[src/rtl/gat_feat_readback.sv]
// Streams the final GAT feature BRAM out over valid/ready, hiding BRAM read latency behind a credit-gated FIFO.
// Optional GAT_FEAT_NODE_LAST_EN: m_tlast marks every node's last feature instead of only the final word.
module gat_feat_readback #(
  parameter int TOP_WIDTH          = 32,
  parameter int NEW_FEATURE_WIDTH  = 32,
  parameter int NUM_SUBGRAPHS      = 2708,
  parameter int NUM_FEATURE_OUT    = 16,
  parameter int NEW_FEATURE_DEPTH  = NUM_SUBGRAPHS*NUM_FEATURE_OUT,
  parameter int NEW_FEATURE_ADDR_W = $clog2(NEW_FEATURE_DEPTH),
  parameter int BRAM_RD_LATENCY    = 2,
  parameter int FIFO_DEPTH         = 8
) (
  input  logic                          clk,
  input  logic                          rst_n,
  input  logic                          gat_ready,
  input  logic                          start,
  output logic                          busy,
  output logic                          done,
  output logic [NEW_FEATURE_ADDR_W+1:0] feat_bram_addrb,
  input  logic [NEW_FEATURE_WIDTH-1:0]  feat_bram_dout,
  output logic [TOP_WIDTH-1:0]          m_tdata,
  output logic                          m_tvalid,
  input  logic                          m_tready,
  output logic                          m_tlast,
  output logic [NEW_FEATURE_ADDR_W:0]   beat_cnt
);

  localparam int AW = NEW_FEATURE_ADDR_W;
  localparam int L  = BRAM_RD_LATENCY;
  localparam int PW = $clog2(FIFO_DEPTH);
  localparam int CW = PW + 1;
  localparam logic [AW-1:0] LAST_IDX = AW'(NEW_FEATURE_DEPTH - 1);

  typedef enum logic [2:0] {IDLE, WAIT_RDY, ISSUE, DRAIN, DONE} state_e;

  state_e          state_q, state_d;
  logic [AW-1:0]   idx_q, idx_d;
  logic [AW+1:0]   addr_q, addr_d;
  logic [CW-1:0]   inflight_q, inflight_d;
  logic [CW-1:0]   fifo_cnt_q, fifo_cnt_d;
  logic [PW-1:0]   wptr_q, wptr_d, rptr_q, rptr_d;
  logic [AW:0]     beat_q, beat_d;
  logic [L:1]      vld_q, vld_d, lst_q, lst_d;

  logic [NEW_FEATURE_WIDTH-1:0] fifo_mem  [FIFO_DEPTH];
  logic                         fifo_last [FIFO_DEPTH];

  logic        credit_ok, issue, push, pop, tag, start_acc;
  logic [CW:0] occ_sum;

`ifdef GAT_FEAT_NODE_LAST_EN
  localparam int FW = (NUM_FEATURE_OUT > 1) ? $clog2(NUM_FEATURE_OUT) : 1;
  logic [FW-1:0] feat_q, feat_d;
  // Running position within the node; avoids a modulo on the word index.
  assign tag = (feat_q == FW'(NUM_FEATURE_OUT - 1));
  always_comb begin
    feat_d = feat_q;
    if (start_acc)  feat_d = '0;
    else if (issue) feat_d = tag ? '0 : feat_q + 1'b1;
  end
  always_ff @(posedge clk or negedge rst_n)
    if (!rst_n) feat_q <= '0;
    else        feat_q <= feat_d;
`else
  assign tag = (idx_q == LAST_IDX);
`endif

  // Credit counts both reads still in the BRAM pipe and words already queued.
  assign occ_sum   = {1'b0, inflight_q} + {1'b0, fifo_cnt_q};
  assign credit_ok = occ_sum < (CW+1)'(FIFO_DEPTH);
  assign issue     = (state_q == ISSUE) && credit_ok;
  assign push      = vld_q[L];
  assign m_tvalid  = (fifo_cnt_q != '0);
  assign pop       = m_tvalid && m_tready;
  assign start_acc = (state_q == IDLE) && start;

  assign busy            = (state_q != IDLE);
  assign done            = (state_q == DONE);
  assign beat_cnt        = beat_q;
  assign feat_bram_addrb = issue ? {idx_q, 2'b00} : addr_q;
  assign m_tlast         = m_tvalid && fifo_last[rptr_q];

  always_comb begin
    m_tdata = '0;
    if (m_tvalid) m_tdata[NEW_FEATURE_WIDTH-1:0] = fifo_mem[rptr_q];
  end

  always_comb begin
    state_d    = state_q;
    idx_d      = idx_q;
    addr_d     = feat_bram_addrb;
    inflight_d = inflight_q;
    fifo_cnt_d = fifo_cnt_q;
    wptr_d     = wptr_q + PW'(push);
    rptr_d     = rptr_q + PW'(pop);
    beat_d     = beat_q;
    vld_d      = '0;
    lst_d      = '0;
    vld_d[1]   = issue;
    lst_d[1]   = tag;
    for (int k = 2; k <= L; k++) begin
      vld_d[k] = vld_q[k-1];
      lst_d[k] = lst_q[k-1];
    end

    case (state_q)
      IDLE:     if (start) begin
                  state_d = WAIT_RDY;
                  idx_d   = '0;
                end
      WAIT_RDY: if (gat_ready) state_d = ISSUE;
      ISSUE:    if (issue) begin
                  idx_d = idx_q + 1'b1;
                  if (idx_q == LAST_IDX) state_d = DRAIN;
                end
      DRAIN:    if (inflight_q == '0 && fifo_cnt_q == '0) state_d = DONE;
      DONE:     state_d = IDLE;
      default:  state_d = IDLE;
    endcase

    case ({issue, push})
      2'b10:   inflight_d = inflight_q + 1'b1;
      2'b01:   inflight_d = inflight_q - 1'b1;
      default: inflight_d = inflight_q;
    endcase
    case ({push, pop})
      2'b10:   fifo_cnt_d = fifo_cnt_q + 1'b1;
      2'b01:   fifo_cnt_d = fifo_cnt_q - 1'b1;
      default: fifo_cnt_d = fifo_cnt_q;
    endcase

    if (start_acc) beat_d = '0;
    else if (pop)  beat_d = beat_q + 1'b1;
  end

  always_ff @(posedge clk or negedge rst_n) begin
    if (!rst_n) begin
      state_q    <= IDLE;
      idx_q      <= '0;
      addr_q     <= '0;
      inflight_q <= '0;
      fifo_cnt_q <= '0;
      wptr_q     <= '0;
      rptr_q     <= '0;
      beat_q     <= '0;
      vld_q      <= '0;
      lst_q      <= '0;
    end else begin
      state_q    <= state_d;
      idx_q      <= idx_d;
      addr_q     <= addr_d;
      inflight_q <= inflight_d;
      fifo_cnt_q <= fifo_cnt_d;
      wptr_q     <= wptr_d;
      rptr_q     <= rptr_d;
      beat_q     <= beat_d;
      vld_q      <= vld_d;
      lst_q      <= lst_d;
    end
  end

  // Storage only; occupancy and pointers above decide what is live.
  always_ff @(posedge clk) begin
    if (push) begin
      fifo_mem[wptr_q]  <= feat_bram_dout;
      fifo_last[wptr_q] <= lst_q[L];
    end
  end

endmodule

[config.mk]
export PLATFORM = sky130hd
export DESIGN_NAME = gat_feat_readback
export DESIGN_NICKNAME = d
export VERILOG_FILES = /design/src/rtl/gat_feat_readback.sv
export SDC_FILE = /design/constraint.sdc
export NUM_CORES = 1
export LEC_CHECK = 0
export ABC_AREA = 1
export BUFFER_PORTS_ARGS = -buffer_cell sky130_fd_sc_hd__buf_2
export CAP_MARGIN = 10
export CORE_MARGIN = 1.5
export CORE_UTILIZATION = 60
export CTS_BUF_LIST = sky130_fd_sc_hd__clkbuf_8
export DETAILED_ROUTE_END_ITERATION = 10
export PLACE_DENSITY = 0.8
export SYNTH_ARGS = -nofsm -noshare
export SYNTH_HDL_FRONTEND = slang
export SYNTH_SLANG_ARGS = --single-unit
[constraint.sdc]
create_clock -name clk -period 3.42 [get_ports clk]
set_input_delay 0.342 -clock clk [delete_from_list [all_inputs] [get_ports clk]]
set_output_delay 0.342 -clock clk [all_outputs]
set_load 0.02 [all_outputs]
==> flow_summary_export.csv, run 1 <==
group,metric,value,unit
run_status,outcome,"finished clean",
synth,seq_area_frac_synth,0.689,
grt,grt_overflow,0,
worst_setup_path,required,3080,ps
synth,syn_nets,1285,
worst_setup_path,arrival,2830,ps
finish,drive_above_1_share,0.157,
finish,final_area,16100,um2
routing,viasPerCell,5.62,
power,peakVddDrop,0.000525,V
routing,vias,9676,
floorplanning,die_w,156,um
routing,drc,0,
worst_setup_path,rr_worst_depth,11,
synth,synth_edf_count,264,
flow_run,maxCapViolations,0,
timing,fin_hold_ws,37.1,ps
floorplanning,num_io_pins,108,
synth,syn-cell-area,14100,um2
synth,ys_types,37,
place,port_buffers,107,
worst_setup_path,r2r_slack,1040,ps
timing,clock-skew-final,17.8,ps
grt,antenna_found_initial,2,
grt,grt_pass1_vias,9450,
power,power_density,797,nW/um2
clocking,clock_latency,580,ps
worst_setup_path,critPathLaunch,"rptr_q[0]",
synth,synth_most_common_cell,"edfxtp_1",
finish,syn2layout_area_growth,13.7,%
grt,grt_max_degree,78,
synth,synthArstFlopShare,0.214,
synth,synth_ff_type,"edfxtp_1",
worst_setup_path,critPathKind,"reg -> out",
synth,ys_top_cells_by_count,"edfxtp_1, nor2_1, o21ai_0",
worst_setup_path,endpoint,"m_tdata[5]",
clocking,h-tree-depth,2,
worst_setup_path,crit_fanout,54,
routing,dr.pass1.iters,7,
clocking,cts_buffers,52,
synth,syn_avg_cell_area,11.5,um2
timing,rsz0062_at_grt,"false",
synth,ys_ff_latch,336,
synth,ys_warn_count,0,
clocking,cts.sinks,336,
clocking,cts_tree,"built",
floorplanning,start_util,0.619,
clocking,path_clk_slew,70,ps
worst_setup_path,r2r_end,"fifo_cnt_q[3]",
floorplanning,die-area,24500,um2
synth,synth.largest_area_cell,"edfxtp_1",
floorplanning,die_h,156,um
grt,track_usage,0.249,
floorplanning,core_area,22800,um2
hold_path,hp-class,"in -> reg",
timing,setup_violations,0,
clocking,cts_buffer_depth,3,
floorplanning,row_count,55,
worst_setup_path,worstReg2RegStart,"fifo_cnt_q[1]",
timing,tns,0,ps
timing,worst_pin_slew,976,ps
power,power_leakage,0.00626,uW
timing,fmax,0.315,GHz
timing,hold_viol,0,
worst_setup_path,cp-start-kind,"register",
timing,slew_headroom,0.349,
worst_setup_path,cp-end-kind,"output port",
synth,ys_top_cells_by_area,"edfxtp_1, dfrtp_1, nor2_1, o21ai_0, nand2_1",
place,dp_hpwl,17.7,mm
timing,fin_crit,3180,ps
clocking,ctsRootBufferMaster,"clkbuf_8",
finish,fin_nets,1414,
routing,drt-total-wl,29.8,mm
timing,fin_crit_sh,0.929,
synth,synth_top_area_frac,0.561,
grt,grt_pass1_wl,47.2,mm
routing,drt_iter0_drc,746,
place,dpl-instance-area,15000,um2
place,gp_congestion,0.836,
timing,slew_violations,0,
routing,final_antenna_net_count,0,
finish,fill_cells,1646,
synth,synthesis.instances,1232,
routing,post_drt_wl_per_cell,17.3,um
routing by layer:
layer,GRT usage,share of wire
met4,0.0821,0.020
met5,0,0
met1,0.317,0.41
met2,0.430,0.51
met3,0.0512,0.066
final cells by class:
type	count	area, um2	area share
clock buffer	56	771	0.0480
inverter	61	231	0.0144
multi-input combinational	778	3950	0.246
clock inverter	42	201	0.0125
sequential	336	9740	0.606
tap	313	392	0.0244
timing repair buffer	132	773	0.0481
antenna	3	7.51	0.000467
where the power goes:
part | leakage, uW | total [uW] | internal (uW) | switching (uW)
clock | 0.000564 | 3100 | 1590 | 1510
combinational | 0.00237 | 4540 | 1480 | 3060
sequential | 0.00333 | 5170 | 4760 | 405
flip-flops by register name, indices dropped and copies added (netlist names):
name	count
lst_q	2
beat_cnt	17
rptr_q	3
state_q	3
fifo_last	8
fifo_mem	256
fifo_cnt_q	4
idx_q	16
addr_q	18
wptr_q	3
inflight_q	4
vld_q	2
repair_timing:
| item | in CTS | in global routing |
|---|---|---|
| gates resized for setup | 0 | 0 |
| hold buffers | 4 | 0 |
| setup buffers | 0 | 0 |
| hold endpoints to repair | 91 | 0 |
stage by stage:
stage | cells | utilization | power [uW] | setup WS [ps]
floorplan | 1232 | - | 8430 | 844
global placement | 1616 | 0.658 | 9590 | 958
detailed placement | 1616 | 0.658 | 9750 | 875
CTS | 1718 | 0.703 | 12900 | 242
global route | 1718 | 0.703 | 13600 | 47.3
finish | 1721 | 0.703 | 12800 | 244
worst max-delay path, stage by stage (launching register included):
cell and delay (ps):
dfrtp_4 680, buf_4 600, nor2_1 100, nor2_1 100, o21ai_0 100, o21ai_0 100
o21ai_0 120, nor2_1 220, buf_2 200
worst min-delay path by stage:
stage | start | end | slack [ps] | depth (start not counted)
final | feat_bram_dout[10] | fifo_mem[7][10] | 40 | 1
after CTS | feat_bram_dout[13] | fifo_mem[2][13] | 1 | 1
after global routing | feat_bram_dout[11] | fifo_mem[3][11] | 20 | 1
after global placement | lst_q[1] | lst_q[2] | 330 | 0
after floorplan | rst_n | addr_q[0] | 50 | 0
after detailed placement | vld_q[1] | vld_q[2] | 340 | 0
kinds of logic (layout without fill, tap and decap cells):
kind of cell / after synthesis / after routing / share of synthesized area
AO/OA/AOI/OAI: 258 / 258 / 0.0949
XOR/XNOR: 13 / 13 / 0.00806
adder cells (fa/ha/maj): 16 / 16 / 0.0147
buffers and inverters: 118 / 291 / 0.0364
flip-flops: 336 / 336 / 0.689
multiplexers: 33 / 33 / 0.0234
other: 0 / 3 / 0
AND/OR/NAND/NOR: 458 / 458 / 0.134
layout by cell type (no fill, tap or decap), drive strengths merged, types with 3 or more instances in the layout:
cell         netlist  layout
xnor2              3       3
xor2              10      10
clkinv             0      18
nand4             14      14
nor2             265     265
inv               61      81
clkbuf            33      56
diode              0       3
nor3              11      11
o21ai            202     202
clkinvlp           0       3
nand3             33      33
o22ai             33      33
mux2i             33      33
a21oi             19      19
nand2            131     131
dfrtp             72      72
ha                15      15
buf               24     128
dlygate4sd3        0       4
edfxtp           264     264
Power figures use the tool's default switching activity.
==> run 2, diff against run 1 <==
Settings changed: PLACE_DENSITY 0.8 to 0.86.
==> run 2 against run 1 <==
Via count increased by 1.1%. Clock-buffer cell count decreased by 2. First-iteration DRC count increased by 47%. Sequential cell count unchanged. Largest cell class unchanged. Die area unchanged. Sequential share of layout area decreased by 0.10 points. Total power increased by 1.6%. Wire length increased by 4.4%. Combinational power increased by 3%. Clock power increased by 2%.
==> flow_summary_export.csv, run 2 (synthesis results as in run 1) <==
group,metric,value,unit
run_status,outcome,"finished clean",
clocking,cts.sinks,336,
finish,final_common_cell,"edfxtp_1",
worst_setup_path,crit_slowest_cell,"dfrtp_4",
worst_setup_path,cp-start-kind,"register",
clocking,path_clk_slew,60,ps
floorplanning,start_util,0.619,
floorplanning,die-area,24500,um2
hold_path,min_from,"feat_bram_dout[31]",
finish,top_register,"fifo_mem",
worst_setup_path,worst_path_largest_cell_delay,1110,ps
worst_setup_path,rr_worst_depth,9,
place,port_buffers,107,
power,power_density,808,nW/um2
clocking,h-tree-depth,2,
grt,grt_pass1_wl,49.3,mm
routing,drc,0,
place,dp_hpwl,17.5,mm
grt,grt_overflow,0,
power,peakVddDrop,0.000662,V
worst_setup_path,cp-end-kind,"output port",
clocking,clock_latency,590,ps
timing,clock-skew-final,24.4,ps
hold_path,hp-class,"in -> reg",
finish,mostFrequentLayoutCells,"edfxtp_1, nor2_1, o21ai_0, nand2_1, buf_2",
grt,grt_pass1_vias,9737,
finish,final_area,16100,um2
worst_setup_path,crit_fanout,106,
routing,vias,9778,
timing,rsz0062_at_grt,"false",
clocking,post_cts_buffers,0,
clocking,cts_buffer_depth,3,
clocking,cts_buffers,53,
grt,met1_usage,0.333,
worst_setup_path,r2r_slack,910,ps
grt,met3_usage,0.0501,
finish,largest_reg_flops,256,
grt,antenna_found_initial,3,
worst_setup_path,cp_top_family,"flip-flops",
worst_setup_path,crit_chain,"buf_4 -> o21ai_0 -> o22ai_1 -> nor2_1 -> nor2_1 -> buf_2",
worst_setup_path,r2r_end,"inflight_q[2]",
hold_path,hold_end,"fifo_mem[5][31]",
timing,hold_viol,0,
timing,slew_violations,0,
routing,drt_iter0_drc,1098,
timing,tns,0,ps
place,dpl-instance-area,15000,um2
finish,final_cells,1718,
place,gp_congestion,0.899,
routing,drt-total-wl,31.1,mm
worst_setup_path,arrival,2830,ps
power,power_leakage,0.00627,uW
power,total_power,13000,uW
clocking,cts_tree,"built",
place,dp.cells,1612,
finish,drive_above_1_share,0.154,
clocking,ctsRootBufferMaster,"clkbuf_8",
timing,worst_pin_slew,1040,ps
routing,viasPerCell,5.69,
floorplanning,row_count,55,
floorplanning,die_w,156,um
flow_run,maxCapViolations,0,
worst_setup_path,worstReg2RegStart,"inflight_q[3]",
timing,fmax,0.315,GHz
timing,slew_headroom,0.303,
routing,dr.pass1.iters,6,
worst_setup_path,required,3080,ps
grt,track_usage,0.260,
grt,grt_max_degree,134,
worst_setup_path,critPathKind,"reg -> out",
finish,fin_nets,1414,
hold_path,hold_depth,1,
timing,fin_crit,3180,ps
finish,syn2layout_area_growth,13.8,%
grt,grtUsageMet2,0.441,
clocking,hold_buffers,7,
worst_setup_path,cp_num_cells,6,
timing,fin_crit_sh,0.929,
clocking,cts_resized,0,
worst_setup_path,worst-path-buf-inv,2,
finish,utilization,0.704,
floorplanning,die_h,156,um
timing,setup_violations,0,
worst_setup_path,critPathMostFrequentCell,"nor2_1",
grt,grt-busiest-layer,"met2",
floorplanning,num_io_pins,108,
routing,final_antenna_net_count,0,
floorplanning,core_area,22800,um2
routing,post_drt_wl_per_cell,18.1,um
-- run 2: cell types whose count changed in the layout (fill, tap and decap cells not counted), sizes merged --
cell	previous run	this run
clkbuf	56	54
buf	128	124
diode	3	2
inv	81	82
clkinvlp	3	0
clkinv	18	20
bufinv	1	2
dlygate4sd3	4	7
-- run 2: how the worst max path moves through the flow --
stage                              from            end  slack (ps)
after floorplan                vld_q[2]   fifo_last[0]         840
after global placement    inflight_q[3]  inflight_q[2]         980
after detailed placement  inflight_q[3]  inflight_q[2]         890
after CTS                     rptr_q[1]    m_tdata[10]         270
after global routing          rptr_q[1]    m_tdata[10]          70
final                         rptr_q[1]    m_tdata[10]         240
-- run 2: power breakdown --
group	switching (uW)	internal, uW
sequential	397	4760
combinational	3180	1510
clock	1530	1630
-- run 2: final cells by class --
class | count | area (um2)
Sequential cell | 336 | 9740
Fill cell | 1522 | 6760
Multi-Input combinational cell | 778 | 3950
Timing Repair Buffer | 131 | 786
Clock buffer | 54 | 743
Tap cell | 313 | 392
Clock inverter | 43 | 246
Inverter | 61 | 231
Antenna cell | 2 | 5.00
-- run 2: metrics by stage --
stage                     setup slack [ps]  hold slack [ps]
after floorplan                        844             46.4
after global placement                 982              332
after detailed placement               893              345
after CTS                              266             1.03
after global routing                  74.3             13.1
final                                  243             29.7
-- run 2: metal layers --
metal | part of all wire | vias to the layer above
met5 | 0.00022 | -
met4 | 0.030 | 2
met3 | 0.076 | 86
met2 | 0.51 | 449
met1 | 0.39 | 4648
li1 | - | 4593
